--- src/rtl/gcd_arbiter.sv ---
`default_nettype none
// ============================================================================
// Module   : gcd_arbiter
// Brief    : Round-robin sharing of one GCD engine among N_REQ requesters,
//            with local zero-operand resolution and a transaction watchdog.
// Revision : 1.0 - initial release
// ============================================================================
module gcd_arbiter #(
    parameter int N_REQ   = 4,
    parameter int WIDTH   = 4,
    parameter int TIMEOUT = 64
) (
    input  logic                   clk_i,
    input  logic                   rst_i,
    input  logic [N_REQ-1:0]       req_i,
    input  logic [N_REQ*WIDTH-1:0] a_i,
    input  logic [N_REQ*WIDTH-1:0] b_i,
    output logic [N_REQ-1:0]       gnt_o,
    output logic [N_REQ-1:0]       done_o,
    output logic [WIDTH-1:0]       result_o,
    output logic                   err_o,
    output logic                   core_req_o,
    output logic [WIDTH-1:0]       core_a_o,
    output logic [WIDTH-1:0]       core_b_o,
    input  logic                   core_busy_i,
    input  logic                   core_valid_i,
    input  logic [WIDTH-1:0]       core_result_i
);

    localparam int PTR_W = (N_REQ > 1) ? $clog2(N_REQ) : 1;
    localparam int TMR_W = $clog2(TIMEOUT + 1);
    localparam logic [TMR_W-1:0] C_TMR_LAST = TMR_W'(TIMEOUT - 1);
    localparam logic [PTR_W-1:0] C_PTR_LAST = PTR_W'(N_REQ - 1);
    localparam logic [PTR_W:0]   C_N_REQ    = (PTR_W + 1)'(N_REQ);

    typedef enum logic [1:0] {
        ST_IDLE  = 2'd0,
        ST_ISSUE = 2'd1,
        ST_WAIT  = 2'd2,
        ST_DONE  = 2'd3
    } state_t;

    state_t             r_state,    w_state_nxt;
    logic [PTR_W-1:0]   r_rr_ptr,   w_rr_nxt;
    logic [PTR_W-1:0]   r_owner,    w_owner_nxt;
    logic [TMR_W-1:0]   r_timer,    w_timer_nxt;
    logic [N_REQ-1:0]   r_gnt,      w_gnt_nxt;
    logic [N_REQ-1:0]   r_done,     w_done_nxt;
    logic [WIDTH-1:0]   r_result,   w_result_nxt;
    logic               r_err,      w_err_nxt;
    logic               r_core_req, w_core_req_nxt;
    logic [WIDTH-1:0]   r_core_a,   w_core_a_nxt;
    logic [WIDTH-1:0]   r_core_b,   w_core_b_nxt;

    logic               w_found;
    logic [PTR_W-1:0]   w_winner;
    logic [PTR_W:0]     w_idx;
    logic [N_REQ-1:0]   w_win_onehot;
    logic [N_REQ-1:0]   w_own_onehot;
    logic [WIDTH-1:0]   w_sel_a;
    logic [WIDTH-1:0]   w_sel_b;

    // Scan upward from the round-robin pointer, wrapping at N_REQ.
    always_comb begin
        w_found  = 1'b0;
        w_winner = '0;
        w_idx    = '0;
        for (int i = 0; i < N_REQ; i++) begin
            w_idx = {1'b0, r_rr_ptr} + (PTR_W + 1)'(i);
            if (w_idx >= C_N_REQ) begin
                w_idx = w_idx - C_N_REQ;
            end
            if (!w_found && req_i[w_idx[PTR_W-1:0]]) begin
                w_found  = 1'b1;
                w_winner = w_idx[PTR_W-1:0];
            end
        end
    end

    assign w_win_onehot = N_REQ'(1) << w_winner;
    assign w_own_onehot = N_REQ'(1) << r_owner;
    assign w_sel_a      = a_i[w_winner*WIDTH +: WIDTH];
    assign w_sel_b      = b_i[w_winner*WIDTH +: WIDTH];

    always_comb begin
        w_state_nxt    = r_state;
        w_rr_nxt       = r_rr_ptr;
        w_owner_nxt    = r_owner;
        w_timer_nxt    = r_timer;
        w_gnt_nxt      = '0;
        w_done_nxt     = '0;
        w_result_nxt   = '0;
        w_err_nxt      = 1'b0;
        w_core_req_nxt = 1'b0;
        w_core_a_nxt   = '0;
        w_core_b_nxt   = '0;

        case (r_state)
            ST_IDLE: begin
                // A busy engine here is leftover activity from before reset.
                if (w_found && !core_busy_i) begin
                    w_owner_nxt = w_winner;
                    w_gnt_nxt   = w_win_onehot;
                    w_timer_nxt = '0;
                    if ((w_sel_a != '0) && (w_sel_b != '0)) begin
                        w_state_nxt    = ST_ISSUE;
                        w_core_req_nxt = 1'b1;
                        w_core_a_nxt   = w_sel_a;
                        w_core_b_nxt   = w_sel_b;
                    end else begin
                        w_state_nxt  = ST_DONE;
                        w_done_nxt   = w_win_onehot;
                        w_result_nxt = (w_sel_a == '0) ? w_sel_b : w_sel_a;
                    end
                end
            end

            ST_ISSUE: begin
                w_timer_nxt = r_timer + TMR_W'(1);
                if (core_busy_i) begin
                    w_state_nxt = ST_WAIT;
                end else if (r_timer >= C_TMR_LAST) begin
                    w_state_nxt = ST_DONE;
                    w_done_nxt  = w_own_onehot;
                    w_err_nxt   = 1'b1;
                end else begin
                    w_core_req_nxt = 1'b1;
                    w_core_a_nxt   = r_core_a;
                    w_core_b_nxt   = r_core_b;
                end
            end

            ST_WAIT: begin
                w_timer_nxt = r_timer + TMR_W'(1);
                if (core_valid_i) begin
                    w_state_nxt  = ST_DONE;
                    w_done_nxt   = w_own_onehot;
                    w_result_nxt = core_result_i;
                end else if (r_timer >= C_TMR_LAST) begin
                    w_state_nxt = ST_DONE;
                    w_done_nxt  = w_own_onehot;
                    w_err_nxt   = 1'b1;
                end
            end

            ST_DONE: begin
                w_state_nxt = ST_IDLE;
                w_rr_nxt    = (r_owner == C_PTR_LAST) ? '0 : r_owner + PTR_W'(1);
            end

            default: begin
                w_state_nxt = ST_IDLE;
            end
        endcase
    end

    always_ff @(posedge clk_i) begin
        if (rst_i) begin
            r_state    <= ST_IDLE;
            r_rr_ptr   <= '0;
            r_owner    <= '0;
            r_timer    <= '0;
            r_gnt      <= '0;
            r_done     <= '0;
            r_result   <= '0;
            r_err      <= 1'b0;
            r_core_req <= 1'b0;
            r_core_a   <= '0;
            r_core_b   <= '0;
        end else begin
            r_state    <= w_state_nxt;
            r_rr_ptr   <= w_rr_nxt;
            r_owner    <= w_owner_nxt;
            r_timer    <= w_timer_nxt;
            r_gnt      <= w_gnt_nxt;
            r_done     <= w_done_nxt;
            r_result   <= w_result_nxt;
            r_err      <= w_err_nxt;
            r_core_req <= w_core_req_nxt;
            r_core_a   <= w_core_a_nxt;
            r_core_b   <= w_core_b_nxt;
        end
    end

    assign gnt_o      = r_gnt;
    assign done_o     = r_done;
    assign result_o   = r_result;
    assign err_o      = r_err;
    assign core_req_o = r_core_req;
    assign core_a_o   = r_core_a;
    assign core_b_o   = r_core_b;

endmodule
`default_nettype wire
--- config.mk ---
export PLATFORM = sky130hd
export DESIGN_NAME = gcd_arbiter
export DESIGN_NICKNAME = d
export VERILOG_FILES = /design/src/rtl/gcd_arbiter.sv
export SDC_FILE = /design/constraint.sdc
export NUM_CORES = 1
export LEC_CHECK = 0
export CELL_PAD_IN_SITES_DETAIL_PLACEMENT = 1
export CELL_PAD_IN_SITES_GLOBAL_PLACEMENT = 2
export CORE_ASPECT_RATIO = 0.8
export CORE_MARGIN = 8
export CORE_UTILIZATION = 28
export DETAILED_ROUTE_END_ITERATION = 7
export GPL_ROUTABILITY_DRIVEN = 0
export PLACE_DENSITY = 0.93
export SLEW_MARGIN = 30
export SYNTH_ARGS = -nofsm -noshare
export SYNTH_HDL_FRONTEND = slang
export SYNTH_SLANG_ARGS = --single-unit
--- constraint.sdc ---
create_clock -name clk_i -period 6.1 [get_ports clk_i]
set_clock_uncertainty 0.1 [all_clocks]
set_input_delay 0.61 -clock clk_i [delete_from_list [all_inputs] [get_ports clk_i]]
set_output_delay 0.61 -clock clk_i [all_outputs]
set_load 0.03 [all_outputs]
# After elaboration in Yosys (flattened, before gate mapping)
# Index checks and enable logic that the tools add are counted.
dict set report word_totals {
  output_inout_bits 22
  latch_bits 0
  romBits 0
  ram_bits 0
  regBits 35
  memories 0
}
dict set report classes {
  div_mod_pow 0
  addsub 9
  n_mux 57
  magnitude_cmp 9
  mul 0
  n_eq_ne 6
  reduce_logical 18
  shift 4
  n_bitwise 2
}
# cell count
set op_table {}
lappend op_table {{$mux 4} 15}
lappend op_table {{$shiftx 16x5->4} 2}
lappend op_table {{$mux 2} 14}
lappend op_table {{$pmux 4 s2} 3}
lappend op_table {{$mux 1} 15}
lappend op_table {{$pmux 7 s2} 1}
lappend op_table {{$lt 2x3->1 const B} 4}
lappend op_table {{$pmux 4 s3} 1}
lappend op_table {{$ge 3x3->1 const B} 3}
lappend op_table {{$bmux 1 s2} 4}
lappend op_table {{$pmux 2 s4} 1}
lappend op_table {{$reduce_bool 4->1} 2}
lappend op_table {{$shl 1x2->4 const A} 2}
lappend op_table {{$sub 2x1->2 const B} 4}
lappend op_table {{$add 7x1->7 const B} 1}
lappend op_table {{$ge 7x6->1 const B} 1}
lappend op_table {{$mux 7} 1}
lappend op_table {{$add 2x2->3 const B} 2}
lappend op_table {{$eq 2x2->1 const B} 3}
lappend op_table {{$logic_and 1x1->1} 5}
lappend op_table {{$logic_not 1->1} 4}
lappend op_table {{$logic_not 4->1} 1}
lappend op_table {{$pmux 1 s2} 2}
lappend op_table {{$reduce_and 2->1} 2}
lappend op_table {{11 further kinds} 12}

# Logic depth before layout (Yosys ltp)
dict set report depth {
  ltp_word 20
  mapped_depth 10
  depth_no_buf 8
}

# Least setup slack after synthesis
# OpenSTA, ideal clock, no wires.
dict set report synth_timing {
  path_type {input-to-reg}
  start {input req_i[2]}
  end {register r_core_b[0] (netlist: core_b_o[0])}
  n_path_buf 1
  arrival_time_ns 2.559
  slack_ns 3.370
  cell_stages 8
  path_cell_list {inv_1 > o22ai_1 > a211oi_4 > buf_2 > mux2_2 > a41o_1 > or3b_1 > a21oi_1}
}
dict set report synth_between {
  elab_chain_cells 18
  word_cells_on_any_way 31
  cone_classes {shift (2); mux (19); reduce/logical (10)}
}
# element line_no
set synth_rtl {}
lappend synth_rtl {{from (decl)} 15} ;# input logic [N_REQ-1:0] req_i,
lappend synth_rtl {{$bmux 1 s2} 73} ;# if (!w_found && req_i[w_idx[PTR_W-1:0]]) begin
lappend synth_rtl {{$mux 1 (implied by the code)} 73}
lappend synth_rtl {{$mux 1} 73}
lappend synth_rtl {{$logic_not 1->1} 73}
lappend synth_rtl {{$logic_and 1x1->1} 73}
lappend synth_rtl {{$mux 1} 73}
lappend synth_rtl {{$logic_not 1->1} 73}
lappend synth_rtl {{$logic_and 1x1->1} 73}
lappend synth_rtl {{[2 not listed]} -}
lappend synth_rtl {{$logic_and 1x1->1} 73}
lappend synth_rtl {{$mux 2} 73}
lappend synth_rtl {{$shiftx 16x5->4 (on tied branches)} {82, 83}}
lappend synth_rtl {{$reduce_bool 4->1} 105} ;# if ((w_sel_a != '0) && (w_sel_b != '0)) begin
lappend synth_rtl {{$logic_and 1x1->1} 105}
lappend synth_rtl {{$mux 4} 105}
lappend synth_rtl {{$mux 4 *} 101} ;# if (w_found && !core_busy_i) begin
lappend synth_rtl {{$pmux 4 s2 *} 98} ;# case (r_state)
lappend synth_rtl {{to (signal assigned)} 181} ;# r_core_b <= w_core_b_nxt;
lappend synth_rtl {{to (decl)} 53} ;# logic [WIDTH-1:0] r_core_b, w_core_b_nxt;
# Mark *: on every way between the ends. The rest lies on a longest branch, timed or not. The select of a mux whose other input is x is not followed.
# A chain may end at the register's enable or synchronous reset.

# Worst setup path in the final report
dict set report layout_timing {
  start {input req_i[0]}
  end {register r_core_req (netlist: core_req_o)}
}
dict set report layout_between {
  elab_chain_cells 18
  word_cells_on_any_way 31
  cone_classes {shift (2); mux (19); reduce/logical (10)}
}
# element line_no
set layout_rtl {}
lappend layout_rtl {{$bmux 1 s2} 73}
lappend layout_rtl {{$mux 1 (implied by the code)} 73}
lappend layout_rtl {{$mux 1} 73}
lappend layout_rtl {{$logic_not 1->1} 73}
lappend layout_rtl {{$logic_and 1x1->1} 73}
lappend layout_rtl {{$mux 1} 73}
lappend layout_rtl {{$logic_not 1->1} 73}
lappend layout_rtl {{$logic_and 1x1->1} 73}
lappend layout_rtl {{[2 not listed]} -}
lappend layout_rtl {{$logic_and 1x1->1} 73}
lappend layout_rtl {{$mux 2} 73}
lappend layout_rtl {{$shiftx 16x5->4 (on tied branches)} {82, 83}}
lappend layout_rtl {{$reduce_bool 4->1} 105}
lappend layout_rtl {{$logic_and 1x1->1} 105}
lappend layout_rtl {{$mux 1} 105}
lappend layout_rtl {{$mux 1 *} 101}
lappend layout_rtl {{$pmux 1 s2 *} 98}
lappend layout_rtl {{to (signal assigned)} 179} ;# r_core_req <= w_core_req_nxt;
lappend layout_rtl {{to (decl)} 51} ;# logic r_core_req, w_core_req_nxt;
# Marked as above.

==> out/results.ini <==
[run_status]
status = completed

[cts]
cts-root-buf = clkbuf_8
post_cts_resize_count = 0
cts_tree = yes
cts_sinks = 35
clk_path_buf_depth = 2
cts-buffers-inserted = 5
htree_levels = 2
clk-insertion-delay-late_ps = 290
path_clk_slew_ps = 70
cts_setup_buffers = 0
cts_hold_buf = 0

[worst_setup_path]
worstPathArrival_ps = 3640
start_kind = input port
critPathMaxStageDelay_ps = 660
worstPathMaxFanout = 17
path_class = input port to register
r2r_cells = 9
cp.depth = 10
path_common_cell = mux2i_1
endpoint_kind = register
cp_data_required_time_ps = 6180
cp_slowest_cell = o22a_1
crit_chain = clkdlybuf4s50_1, a21o_1, a21oi_1, o22a_1, buf_4, mux2i_1, mux2i_1, or4_4, nor2b_1, o21a_1
crit_buf_inv = 2
cpLargestDelayFamily = compound AO/OA/AOI/OAI gates

[logic_synthesis]
yosysTopAreaCell = dfxtp_1
postSynth.asyncResetShare_pct = 0
synth_area_per_cell_um2 = 8.69
syn_inst = 232
syn-num-nets = 285
synth_cell_types = 46
ys_seq_elements = 35
yosysWarnings = 0
synth_edf_count = 0
synth_area_um2 = 2020
yosysSeqAreaShare_pct = 34.8
synth_area_leaders = dfxtp_1, mux2i_1, ha_1
ys.flop_type = dfxtp_1
synth_top_area_share_pct = 34.8

[place]
port_buffers = 65
post-dp-hpwl_um = 5100

[die]
die_width_um = 111
num_io_pins = 66
fp.dieArea_um2 = 10200
core_um2 = 6930
die_h_um = 91.9
start_util_pct = 29.1
rows = 27

[global_routing]
antenna_found_initial = 0
grt_pass1_wl_um = 10400
grt_pass1_vias = 2053
grt_usage_pct = 12.2
grt_max_degree = 30
gr-total-overflow = 0

[sta]
hold_viol_final = 0
tns_ps = 0
rsz0062_at_grt = false
post-route-period-util_pct = 58.3
setup_viol = 0
max_freq_mhz = 281
final_max_slew_viol_count = 0
final.min_clock_period_ps = 3560
worstMarginPinSlew_ps = 854
relSlewSlack_pct = 42.9

[worst_hold_path]
hold_path.class = register to register
hold_depth = 2

[final_layout]
drive_gt1_share_pct = 5.41
nNetsFinal = 348
multiInputGateArea_um2 = 1210
area_growth_pct = 39.0
regArea_um2 = 701
antennaDiodeCount = 0
fillers = 812

[routing]
drtAntennaViolNets = 0
highest_layer = met4
via_per_inst = 5.05
wl_met1_um = 3190
wl_met3_um = 266
drcViolationCount = 0
firstDrtPassIters = 4
totalWireLength_um = 6540
routed-wl-met2_um = 3040
drtIter0Drc = 86
dr_total_vias = 1934
wl_per_cell_um = 17.1

[power_and_ir_drop]
leakage_nw = 1.04
p_per_area_nw_per_um2 = 286
peakVddDrop_mv = 0.145
power.total_w = 0.000802

[run]
cap_violations = 0

[metrics by stage]
stage | hold WS, ps | instances | worst slack, ps | utilization [%] | area (µm²)
final | 364 | 383 | 2540 | 40.5 | 2800
after global routing | 381 | 383 | 2350 | 40.5 | 2800
after CTS | 372 | 383 | 2540 | 40.5 | 2800
after detailed placement | 355 | 375 | 2240 | 39.3 | 2720
after global placement | 347 | 375 | 2330 | 39.3 | 2720
after floorplan | 369 | 232 | 3370 | - | 2020
[state kept, by name (all words and copies together), names as in the netlist]
register / cells
core_a_o: 4
core_b_o: 4
core_req_o: 1
done_o: 4
err_o: 1
gnt_o: 4
r_owner: 2
r_rr_ptr: 2
r_state: 2
r_timer: 7
result_o: 4
[where the power goes]
| group | internal (W) | switching, W | leakage (nW) |
|---|---|---|---|
| Sequential | 0.000255 | 0.0000221 | 0.284 |
| Combinational | 0.000143 | 0.000217 | 0.711 |
| Clock | 0.0000802 | 0.0000852 | 0.0422 |
| Total | 0.000478 | 0.000324 | 1.04 |
[per-layer routing]
metal / track usage (%) / vias to the layer above
met1: 15.5 / 931
met5: 0 / -
met3: 3.32 / 8
met4: 2.02 / 0
met2: 20.4 / 35
li1: - / 960
[worst min-delay path, delay by kind of cell, from the launching register on]
kind,cells,cell delay (ps)
compound gates,1,60
flops,1,310
simple gates,1,50
[cell families (layout without fill, tap and decap cells)]
logic type                 after synthesis  after routing  share of synthesized area [%]
and+or+nand+nor                         87             87                           21.8
adders and majority gates                9              9                           5.59
DFF                                     35             35                           34.8
buffers and inverters                   19             83                           4.97
AOI/OAI and AO/OA                       55             55                           18.9
muxes                                   27             27                           13.9
[cells in the final DEF (no fill, tap or decap), types with 3 or more instances in the layout]
cell / Yosys / final
clkdlybuf4s50_1: 0 / 65
dfxtp_1: 35 / 35
nand2_1: 27 / 27
nor2_1: 22 / 22
mux2i_1: 22 / 22
a21oi_1: 22 / 22
o21ai_0: 9 / 9
ha_1: 9 / 9
inv_1: 8 / 8
a32o_1: 6 / 6
nand3_1: 5 / 5
clkbuf_8: 0 / 5
mux2_2: 4 / 4
nor3_1: 4 / 4
or3_1: 4 / 4
or3b_1: 4 / 4
and3_1: 3 / 3
nor2b_1: 3 / 3
[area by class of cell]
class	count	area share, %
sequential	35	25.0
clock buffer	7	2.72
multi-input combinational	178	43.4
clock inverter	1	0.179
tap	87	3.89
timing repair buffer	67	23.8
inverter	8	1.07
[cell usage after synthesis, types with 3 or more instances]
library cell,count
a21oi_1,22
a32o_1,6
and3_1,3
clkbuf_1,7
dfxtp_1,35
ha_1,9
inv_1,8
mux2_2,4
mux2i_1,22
nand2_1,27
nand3_1,5
nor2_1,22
nor2b_1,3
nor3_1,4
o21ai_0,9
or3_1,4
or3b_1,4
[final timing paths]
kind | startpoint | to | slack, ps
setup / recovery | req_i[0] | core_req_o$_SDFF_PP0_ | 2540
hold / removal | core_b_o[2]$_SDFFE_PP0N_ | core_b_o[2]$_SDFFE_PP0N_ | 360
setup reg to reg | r_rr_ptr[1]$_SDFFE_PP0N_ | core_req_o$_SDFF_PP0_ | 2960
hold reg to reg | core_b_o[2]$_SDFFE_PP0N_ | core_b_o[2]$_SDFFE_PP0N_ | 360
(Power assumes the default switching activity.)
